### src/rtl/simd_shader_if.sv
// Host-side bus of the SIMD shader core: program load, run handshake,
// retired-instruction count and debug register read.
interface simd_shader_if #(
  parameter int LANES      = 4,
  parameter int LANE_W     = 8,
  parameter int NREGS      = 8,
  parameter int PROG_DEPTH = 16
);
  localparam int VW      = LANES * LANE_W;
  localparam int RW      = $clog2(NREGS);
  localparam int PW      = $clog2(PROG_DEPTH);
  localparam int INSTR_W = 3 + LANES + 3 * RW;

  logic               prog_we;
  logic [PW-1:0]      prog_addr;
  logic [INSTR_W-1:0] prog_data;
  logic               start;
  logic               busy;
  logic               done;
  logic [PW:0]        instr_count;
  logic [RW-1:0]      rd_addr;
  logic [VW-1:0]      rd_data;

  modport master (
    output prog_we, prog_addr, prog_data, start, rd_addr,
    input  busy, done, instr_count, rd_data
  );

  modport slave (
    input  prog_we, prog_addr, prog_data, start, rd_addr,
    output busy, done, instr_count, rd_data
  );
endinterface

### src/rtl/simd_shader_core.sv
// Self-sequencing SIMD shader core: program memory, vector register file,
// masked per-lane ALU, registered writeback with WB->EX forwarding.
module simd_shader_core #(
  parameter int LANES      = 4,
  parameter int LANE_W     = 8,
  parameter int NREGS      = 8,
  parameter int PROG_DEPTH = 16
) (
  input logic         clk,
  input logic         rst,
  simd_shader_if.slave bus
);
  localparam int VW      = LANES * LANE_W;
  localparam int RW      = $clog2(NREGS);
  localparam int PW      = $clog2(PROG_DEPTH);
  localparam int INSTR_W = 3 + LANES + 3 * RW;
  localparam logic [PW-1:0] LAST_PC = PW'(PROG_DEPTH - 1);

  localparam logic [2:0] OP_ADD  = 3'd0;
  localparam logic [2:0] OP_SUB  = 3'd1;
  localparam logic [2:0] OP_AND  = 3'd2;
  localparam logic [2:0] OP_OR   = 3'd3;
  localparam logic [2:0] OP_XOR  = 3'd4;
  localparam logic [2:0] OP_MUL  = 3'd5;
  localparam logic [2:0] OP_LDI  = 3'd6;
  localparam logic [2:0] OP_HALT = 3'd7;

  typedef enum logic [1:0] {S_IDLE, S_RUN, S_DRAIN, S_DONE} state_t;

  state_t             state_q, state_d;
  logic [PW-1:0]      pc_q, pc_d;
  logic               busy_q, busy_d;
  logic               done_q, done_d;
  logic [PW:0]        cnt_q, cnt_d;
  logic               wb_valid_q, wb_valid_d;
  logic [RW-1:0]      wb_dest_q, wb_dest_d;
  logic [VW-1:0]      wb_data_q, wb_data_d;
  logic [VW-1:0]      rd_data_q, rd_data_d;
  logic [VW-1:0]      regs_q [NREGS];
  logic [VW-1:0]      regs_d [NREGS];
  logic [INSTR_W-1:0] prog_q [PROG_DEPTH];
  logic [INSTR_W-1:0] prog_d [PROG_DEPTH];

  logic [INSTR_W-1:0] instr;
  logic [2:0]         op;
  logic [LANES-1:0]   mask;
  logic [RW-1:0]      dest, src_a, src_b;
  logic [LANE_W-1:0]  imm;
  logic [VW-1:0]      va, vb, vd, ex_data;

  always_comb begin
    instr = prog_q[pc_q];
    op    = instr[INSTR_W-1 -: 3];
    mask  = instr[3*RW +: LANES];
    dest  = instr[2*RW +: RW];
    src_a = instr[RW +: RW];
    src_b = instr[0 +: RW];
    imm   = LANE_W'({src_a, src_b});
    // The pending writeback is newer than the register file.
    va = (wb_valid_q && wb_dest_q == src_a) ? wb_data_q : regs_q[src_a];
    vb = (wb_valid_q && wb_dest_q == src_b) ? wb_data_q : regs_q[src_b];
    vd = (wb_valid_q && wb_dest_q == dest)  ? wb_data_q : regs_q[dest];
  end

  always_comb begin
    logic [LANE_W-1:0] a, b, d, r;
    ex_data = '0;
    for (int l = 0; l < LANES; l++) begin
      a = va[l*LANE_W +: LANE_W];
      b = vb[l*LANE_W +: LANE_W];
      d = vd[l*LANE_W +: LANE_W];
      case (op)
        OP_ADD:  r = a + b;
        OP_SUB:  r = a - b;
        OP_AND:  r = a & b;
        OP_OR:   r = a | b;
        OP_XOR:  r = a ^ b;
        OP_MUL:  r = a * b;
        OP_LDI:  r = imm;
        default: r = d;
      endcase
      ex_data[l*LANE_W +: LANE_W] = mask[l] ? r : d;
    end
  end

  always_comb begin
    state_d    = state_q;
    pc_d       = pc_q;
    busy_d     = busy_q;
    done_d     = 1'b0;
    cnt_d      = cnt_q;
    wb_valid_d = 1'b0;
    wb_dest_d  = wb_dest_q;
    wb_data_d  = wb_data_q;
    rd_data_d  = regs_q[bus.rd_addr];
    regs_d     = regs_q;
    prog_d     = prog_q;

    if (wb_valid_q) begin
      regs_d[wb_dest_q] = wb_data_q;
      cnt_d             = cnt_q + 1'b1;
    end

    case (state_q)
      S_IDLE: begin
        if (bus.prog_we) prog_d[bus.prog_addr] = bus.prog_data;
        if (bus.start) begin
          state_d = S_RUN;
          pc_d    = '0;
          cnt_d   = '0;
          busy_d  = 1'b1;
        end
      end
      S_RUN: begin
        if (op == OP_HALT) begin
          state_d = S_DRAIN;
        end else begin
          wb_valid_d = 1'b1;
          wb_dest_d  = dest;
          wb_data_d  = ex_data;
          if (pc_q == LAST_PC) state_d = S_DRAIN;
          else                 pc_d    = pc_q + 1'b1;
        end
      end
      S_DRAIN: begin
        state_d = S_DONE;
        done_d  = 1'b1;
      end
      default: begin
        state_d = S_IDLE;
        busy_d  = 1'b0;
      end
    endcase
  end

  always_ff @(posedge clk) begin
    prog_q <= prog_d;
    if (rst) begin
      state_q    <= S_IDLE;
      pc_q       <= '0;
      busy_q     <= 1'b0;
      done_q     <= 1'b0;
      cnt_q      <= '0;
      wb_valid_q <= 1'b0;
      wb_dest_q  <= '0;
      wb_data_q  <= '0;
      rd_data_q  <= '0;
      regs_q     <= '{default: '0};
    end else begin
      state_q    <= state_d;
      pc_q       <= pc_d;
      busy_q     <= busy_d;
      done_q     <= done_d;
      cnt_q      <= cnt_d;
      wb_valid_q <= wb_valid_d;
      wb_dest_q  <= wb_dest_d;
      wb_data_q  <= wb_data_d;
      rd_data_q  <= rd_data_d;
      regs_q     <= regs_d;
    end
  end

  assign bus.busy        = busy_q;
  assign bus.done        = done_q;
  assign bus.instr_count = cnt_q;
  assign bus.rd_data     = rd_data_q;
endmodule

### src/flat_wrapper.sv
// flat-port wrapper written by rule: the top's interface ports become plain ports
module simd_shader_core_flat 
#(
  parameter int LANES      = 4,
  parameter int LANE_W     = 8,
  parameter int NREGS      = 8,
  parameter int PROG_DEPTH = 16
)
  (clk, rst, bus_prog_we, bus_prog_addr, bus_prog_data, bus_start, bus_rd_addr, bus_busy, bus_done, bus_instr_count, bus_rd_data);
  simd_shader_if #(.LANES(LANES), .LANE_W(LANE_W), .NREGS(NREGS), .PROG_DEPTH(PROG_DEPTH)) bus_i ();
  input logic clk;
  input logic rst;
  input wire logic [$bits(bus_i.prog_we)-1:0] bus_prog_we;
  input wire logic [$bits(bus_i.prog_addr)-1:0] bus_prog_addr;
  input wire logic [$bits(bus_i.prog_data)-1:0] bus_prog_data;
  input wire logic [$bits(bus_i.start)-1:0] bus_start;
  input wire logic [$bits(bus_i.rd_addr)-1:0] bus_rd_addr;
  output wire logic [$bits(bus_i.busy)-1:0] bus_busy;
  output wire logic [$bits(bus_i.done)-1:0] bus_done;
  output wire logic [$bits(bus_i.instr_count)-1:0] bus_instr_count;
  output wire logic [$bits(bus_i.rd_data)-1:0] bus_rd_data;
  assign bus_i.prog_we = bus_prog_we;
  assign bus_i.prog_addr = bus_prog_addr;
  assign bus_i.prog_data = bus_prog_data;
  assign bus_i.start = bus_start;
  assign bus_i.rd_addr = bus_rd_addr;
  assign bus_busy = bus_i.busy;
  assign bus_done = bus_i.done;
  assign bus_instr_count = bus_i.instr_count;
  assign bus_rd_data = bus_i.rd_data;
  simd_shader_core #(.LANES(LANES), .LANE_W(LANE_W), .NREGS(NREGS), .PROG_DEPTH(PROG_DEPTH)) u_core (.clk(clk), .rst(rst), .bus(bus_i));
endmodule
### config.mk
export PLATFORM = sky130hd
export DESIGN_NAME = simd_shader_core_flat
export DESIGN_NICKNAME = d
export VERILOG_FILES = /design/src/rtl/simd_shader_if.sv /design/src/rtl/simd_shader_core.sv /design/src/flat_wrapper.sv
export SDC_FILE = /design/constraint.sdc
export NUM_CORES = 2
export LEC_CHECK = 0
export ABC_AREA = 1
export BUFFER_PORTS_ARGS = -buffer_cell sky130_fd_sc_hd__buf_2
export CORE_ASPECT_RATIO = 1.75
export CORE_MARGIN = 8
export CORE_UTILIZATION = 35
export DETAILED_ROUTE_END_ITERATION = 16
export PLACE_DENSITY = 0.56
export SLEW_MARGIN = 20
export SYNTH_ARGS = -nofsm -noshare
export SYNTH_HDL_FRONTEND = slang
export SYNTH_SLANG_ARGS = --single-unit
### constraint.sdc
create_clock -name clk -period 10.1 [get_ports clk]
set_input_delay 2.02 -clock clk [delete_from_list [all_inputs] [get_ports clk]]
set_output_delay 2.02 -clock clk [all_outputs]
set_load 0.02 [all_outputs]
**Word level (Yosys, flattened, before mapping)**

Cells that the tools add are included.

- Register bits after elaboration: 593
- Output and inout bits: 39
- Word-level logic and storage cells: 157

- Add/sub/neg operators: 10
- $mul: 4
- Order comparisons: 9
- Equality and inequality tests: 17
- Muxes and demuxes: 47
- Bitwise logic cells: 22
- Reductions and logical operators: 15

Operators by type and width:

| kind | number |
|---|---|
| bitwise mux 256 bit | 2 |
| binary-select mux 32 bit (select 3 bit) | 4 |
| two-way mux 32 bit | 12 |
| case mux 8 bit (7 select lines) | 4 |
| demux 32 bit (select 3 bit) | 1 |
| binary-select mux 16 bit (select 4 bit) | 1 |
| demux 16 bit (select 4 bit) | 1 |
| two-way mux 16 bit | 3 |
| adder 8 bit | 4 |
| bitwise AND 8 bit | 4 |
| multiplier 8 x 8 -> 8 bit | 4 |
| two-way mux 8 bit | 4 |
| OR 8 bit | 4 |
| subtractor 8 bit | 4 |
| XOR 8 bit | 4 |
| greater-or-equal comparator 4 bit (second input constant) | 5 |
| inverter 3 -> 4 bit | 5 |
| two-way mux 5 bit | 3 |
| equality test 3 bit (second input constant) | 4 |
| two-way mux 4 bit | 3 |
| greater-or-equal comparator 5 bit (second input constant) | 2 |
| inverter 4 -> 5 bit | 2 |
| equality test 3 bit | 3 |
| case mux 4 bit (2 select lines) | 1 |
| 23 further kinds | 40 |

**Depth between registers and ports, before layout**

- Depth after elaboration: 12
- Depth in mapped cells: 46
- Depth with buffers taken out: 43

**Least setup slack after synthesis**

OpenSTA, ideal clock, no wires.

- Path kind: register -> register
- Start point: reg u_core.pc_q[1]
- End point: reg u_core.wb_data_q[23]
- Arrival time: 5502 ps
- Setup slack: 4466 ps
- Stages on the path, launching flop included: 43
- Cell sequence: dfxtp_1 -> buf_4 -> inv_2 -> buf_4 -> buf_4 -> nand3_1 -> nand3_1 -> nand2_1 -> nand2_1 -> nand2_1 -> nand2_1 -> nor2_4 -> nand2_4 -> inv_4 -> buf_2 -> nand2_1 -> nand2_2 -> nand2_1 -> [7 not listed] -> ha_1 -> a21o_1 -> a31oi_1 -> inv_1 -> nand3_1 -> nand2_1 -> inv_1 -> nand2_1 -> nand3_1 -> nand2_1 -> nand2_1 -> nand2_1 -> nand2_1 -> nand2_1 -> nand2_1 -> nand3_1 -> nand2_1 -> a21oi_1

- Longest elaborated chain between the ends: 12
- Elaborated cells between the ends (all ways): 43

Ends and longest elaborated chain:

| item | line | text |
|---|---|---|
| start, declared | simd_shader_core.sv:31 | `logic [PW-1:0] pc_q, pc_d;` |
| start signal, assigned | simd_shader_core.sv:151 | `pc_q <= pc_d;` |
| inverter 4 -> 5 bit (not written as such) * | simd_shader_core.sv:52 | `instr = prog_q[pc_q];` |
| binary-select mux 16 bit (select 4 bit) * | simd_shader_core.sv:52 |  |
| two-way mux 16 bit (not written as such) * (2 in series) | simd_shader_core.sv:52 |  |
| inverter 3 -> 4 bit, on equally long branches | simd_shader_core.sv:60, simd_shader_core.sv:61 |  |
| binary-select mux 32 bit (select 3 bit), on equally long branches | simd_shader_core.sv:60, simd_shader_core.sv:61 |  |
| two-way mux 32 bit, on equally long branches (3 in series) | simd_shader_core.sv:60, simd_shader_core.sv:61 |  |
| multiplier 8 x 8 -> 8 bit (tied with other cells) | simd_shader_core.sv:78 | `OP_MUL: r = a * b;` |
| case mux 8 bit (7 select lines) | simd_shader_core.sv:72 | `case (op)` |
| two-way mux 8 bit | simd_shader_core.sv:82 | `ex_data[l*LANE_W +: LANE_W] = mask[l] ? r : d;` |
| end signal, assigned | simd_shader_core.sv:157 | `wb_data_q <= wb_data_d;` |
| end, declared | simd_shader_core.sv:37 | `logic [VW-1:0] wb_data_q, wb_data_d;` |

Every way passes the cells marked *; elsewhere a longest branch is shown, timed or not. The select of a mux whose other input is x is not followed.
A chain may end at the register's enable or synchronous reset.

**Final worst setup path**

- Start point: reg u_core.pc_q[2]
- End point: reg u_core.wb_data_q[15]

Same word-level chain as after synthesis.

==> impl_metrics.env <==
export IMPL_finalWorstSetupSlack_ns=1.748
export IMPL_post_cts_resized=0
export IMPL_async_flop_share_pct=0
export IMPL_yosysWarningCount=0
export IMPL_ant_nets=0
export IMPL_crit_path_top_delay_cell="dfxtp_1"
export IMPL_synth_ff_type="dfxtp_1"
export IMPL_wl_per_cell_um=24.35
export IMPL_coreArea_um2=111100
export IMPL_io_buffers=65
export IMPL_fmax_mhz=119.7
export IMPL_grt_pass1_wl_um=239900
export IMPL_place_area_um2=40380
export IMPL_critPathMaxFanout=61
export IMPL_worstHoldPathType="flip-flop to flip-flop"
export IMPL_total_power_mw=15.45
export IMPL_wl_um=163900
export IMPL_area_delta_synth_final_pct=8.638
export IMPL_cap_violations=0
export IMPL_dp_slack_ns=1.782
export IMPL_synth_nets=5609
export IMPL_start_kind="flip-flop"
export IMPL_fillers=11786
export IMPL_tritoncts="done"
export IMPL_grt_pass1_vias=37595
export IMPL_viasPerCell=5.808
export IMPL_clkTransAtPathRegs_ns=0.07
export IMPL_worstPathArrival_ns=8.87
export IMPL_start_util_pct=35.23
export IMPL_setup_viol=0
export IMPL_cts_made_buffers=60
export IMPL_synthCells=5373
export IMPL_hold_buffers=0
export IMPL_status="completed"
export IMPL_synth_cell_types=59
export IMPL_critical_path_most_common_cell="nand2_1"
export IMPL_fin_area_um2=42520
export IMPL_synth_seq_cells=593
export IMPL_final_net_count=5437
export IMPL_cts_setup_buffers=0
export IMPL_grt_remaining_overflow=0
export IMPL_fin_crit_sh_pct=82.69
export IMPL_p_seq_share_pct=18.8
export IMPL_antenna_found_initial=9
export IMPL_dp_hpwl_um=108600
export IMPL_finalHoldViolCount=0
export IMPL_grt_max_degree=173
export IMPL_intPower_mw=7.077
export IMPL_irDropWorstVdd_uv=193.8
export IMPL_synth_edf_count=256
export IMPL_root_buffer="clkbuf_16"
export IMPL_dieArea_um2=123200
export IMPL_synth_top_area_share_pct=19.64
export IMPL_worstMarginPinSlew_ns=1.186
export IMPL_p_clk_share_pct=16.2
export IMPL_slew_headroom_pct=19.93
export IMPL_cts_buffer_depth=3
export IMPL_p_per_area_nw_per_um2=363.4
export IMPL_yosys_area_top_type="edfxtp_1"
export IMPL_drt_iter0_markers=3796
export IMPL_critPathCaptureType="flip-flop"
export IMPL_fin_setup_tns_ns=0
export IMPL_avgSynthCellArea_um2=7.284
export IMPL_via_count=39078
export IMPL_die_y_um=458.4
export IMPL_track_usage_pct=25.72
export IMPL_gp_congestion=0.9739
export IMPL_drtPass1Iterations=6
export IMPL_placed_cells=6615
export IMPL_htree_levels=2
export IMPL_p_leak_nw=16.87
export IMPL_clk_latency_ns=0.70
export IMPL_row_count=162
export IMPL_combPwrFrac_pct=65.0
export IMPL_path_class="flip-flop to flip-flop"
export IMPL_rsz0062_at_grt="no"
export IMPL_pin_count=66
export IMPL_crit_required_ns=10.62
export IMPL_final_layout_size_suffix_gt1_share_pct=7.470
export IMPL_multi_input_area_um2=21070
export IMPL_die_x_um=268.8
export IMPL_drv_slew=0
export IMPL_period_minus_slack_ns=8.352
export IMPL_switching_share_pct=54.20
export IMPL_fin_cells=6728
export IMPL_cts_sinks=593
export IMPL_cpPeakStageDelay_ns=0.84
export IMPL_yosys_top_cells_area="edfxtp_1 20%, dfxtp_1 17%, nand2_1 9.9%, o21ai_0 8.2%, nand3_1 6.4%"
export IMPL_switching_power_mw=8.374
export IMPL_fin_skew_ns=0.04586
export IMPL_drc=0
export IMPL_seq_area_frac_synth_pct=36.88
export IMPL_seqCellArea_um2=14440
export IMPL_netlist_area_um2=39140
==> cells in the mapped netlist (21+ instances only) <==
cell type	instances
buf_2	104
o221ai_1	41
nand2_2	38
inv_2	40
a31oi_1	51
o22ai_1	32
ha_1	161
nor2_1	397
dfxtp_1	337
a21oi_1	493
inv_1	468
o21ai_0	645
fa_1	48
nand3_1	504
clkinv_1	24
xor2_1	31
buf_6	21
o211ai_1	158
nand4_1	22
nand2_1	1027
a211oi_1	30
clkbuf_1	224
o21ai_1	29
edfxtp_1	256
==> placed cells by master, fill, tap and decap left out, types with 63 or more instances in the layout <==
| cell type | count |
|---|---|
| a21oi_1 | 493 |
| ha_1 | 161 |
| nand3_1 | 504 |
| o211ai_1 | 158 |
| dfxtp_1 | 336 |
| nor2_1 | 369 |
| o21ai_0 | 645 |
| inv_1 | 464 |
| buf_2 | 63 |
| nand2_1 | 1023 |
| buf_4 | 84 |
| edfxtp_1 | 256 |
==> routing by layer <==
metal  part of all wire [%]  track usage [%]
met2                     49            44.91
met1                     35            27.13
met5                  0.039                0
met3                    6.8            3.723
met4                    9.5            21.04
==> sequential cells by signal, indices dropped and copies added, names as in the netlist <==
| register | count |
|---|---|
| u_core.regs_q | 256 |
| u_core.bus.done | 1 |
| u_core.wb_valid_q | 1 |
| u_core.prog_q | 256 |
| u_core.pc_q | 4 |
| u_core.wb_dest_q | 3 |
| u_core.bus.rd_data | 32 |
| u_core.bus.busy | 1 |
| u_core.wb_data_q | 32 |
| u_core.bus.instr_count | 5 |
| u_core.state_q | 2 |
==> per-stage QoR <==
stage / hold slack (ns) / util [%]
final: 0.4672 / 38.28
after CTS: 0.4682 / 38.26
after global routing: 0.4841 / 38.27
after global placement: 0.4548 / 36.34
after floorplan: 0.4453 / -
after detailed placement: 0.4571 / 36.35
==> cells by family (layout without fill, tap and decap cells) <==
kind of cell / after synthesis / after routing / synth area share, %
fa+ha+maj: 209 / 209 / 7.603
simple gates: 2049 / 2049 / 22.21
other cells: 0 / 4 / 0
flops: 593 / 593 / 36.88
compound gates: 1565 / 1565 / 22.69
buf+inv: 918 / 793 / 9.738
xor+xnor: 39 / 39 / 0.8728
==> final timing paths <==
check | startpoint | cells after the start | endpoint | slack (ns)
hold / removal | u_core.wb_data_q[25] | 2 | u_core.wb_data_q[25] | 0.47
setup / recovery | u_core.pc_q[2] | 41 | u_core.wb_data_q[15] | 1.75
hold reg to reg | u_core.wb_data_q[25] | 2 | u_core.wb_data_q[25] | 0.47
setup reg to reg | u_core.pc_q[2] | 41 | u_core.wb_data_q[15] | 1.75
==> power by group through the flow <==
stage	Combinational (mW)	Sequential [mW]	Clock, mW
2_1_floorplan	6.86	2.83	0
3_3_place_gp	9.74	2.95	0
3_5_place_dp	9.82	2.95	0
4_1_cts	9.87	2.90	2.53
5_1_grt	11.0	2.93	2.61
6_report	10.0	2.91	2.50
==> final cells by class <==
| type | instances | area share, % |
|---|---|---|
| Multi-Input combinational cell | 3862 | 49.55 |
| Sequential cell | 593 | 33.96 |
| Inverter | 533 | 4.741 |
| Tap cell | 1476 | 4.344 |
| Clock buffer | 70 | 3.740 |
| Timing Repair Buffer | 151 | 2.393 |
| Clock inverter | 39 | 1.257 |
| Antenna cell | 4 | 0.02354 |
==> worst max-delay path: cells and delay by family, from the launching register on <==
family	cells	cell delay [ns]
AOI/OAI and AO/OA	4	0.54
buffers and inverters	9	2.01
adders and majority gates	5	2.26
DFF	1	0.84
and+or+nand+nor	23	2.45
Note: power is estimated with default switching activity, not from simulation.
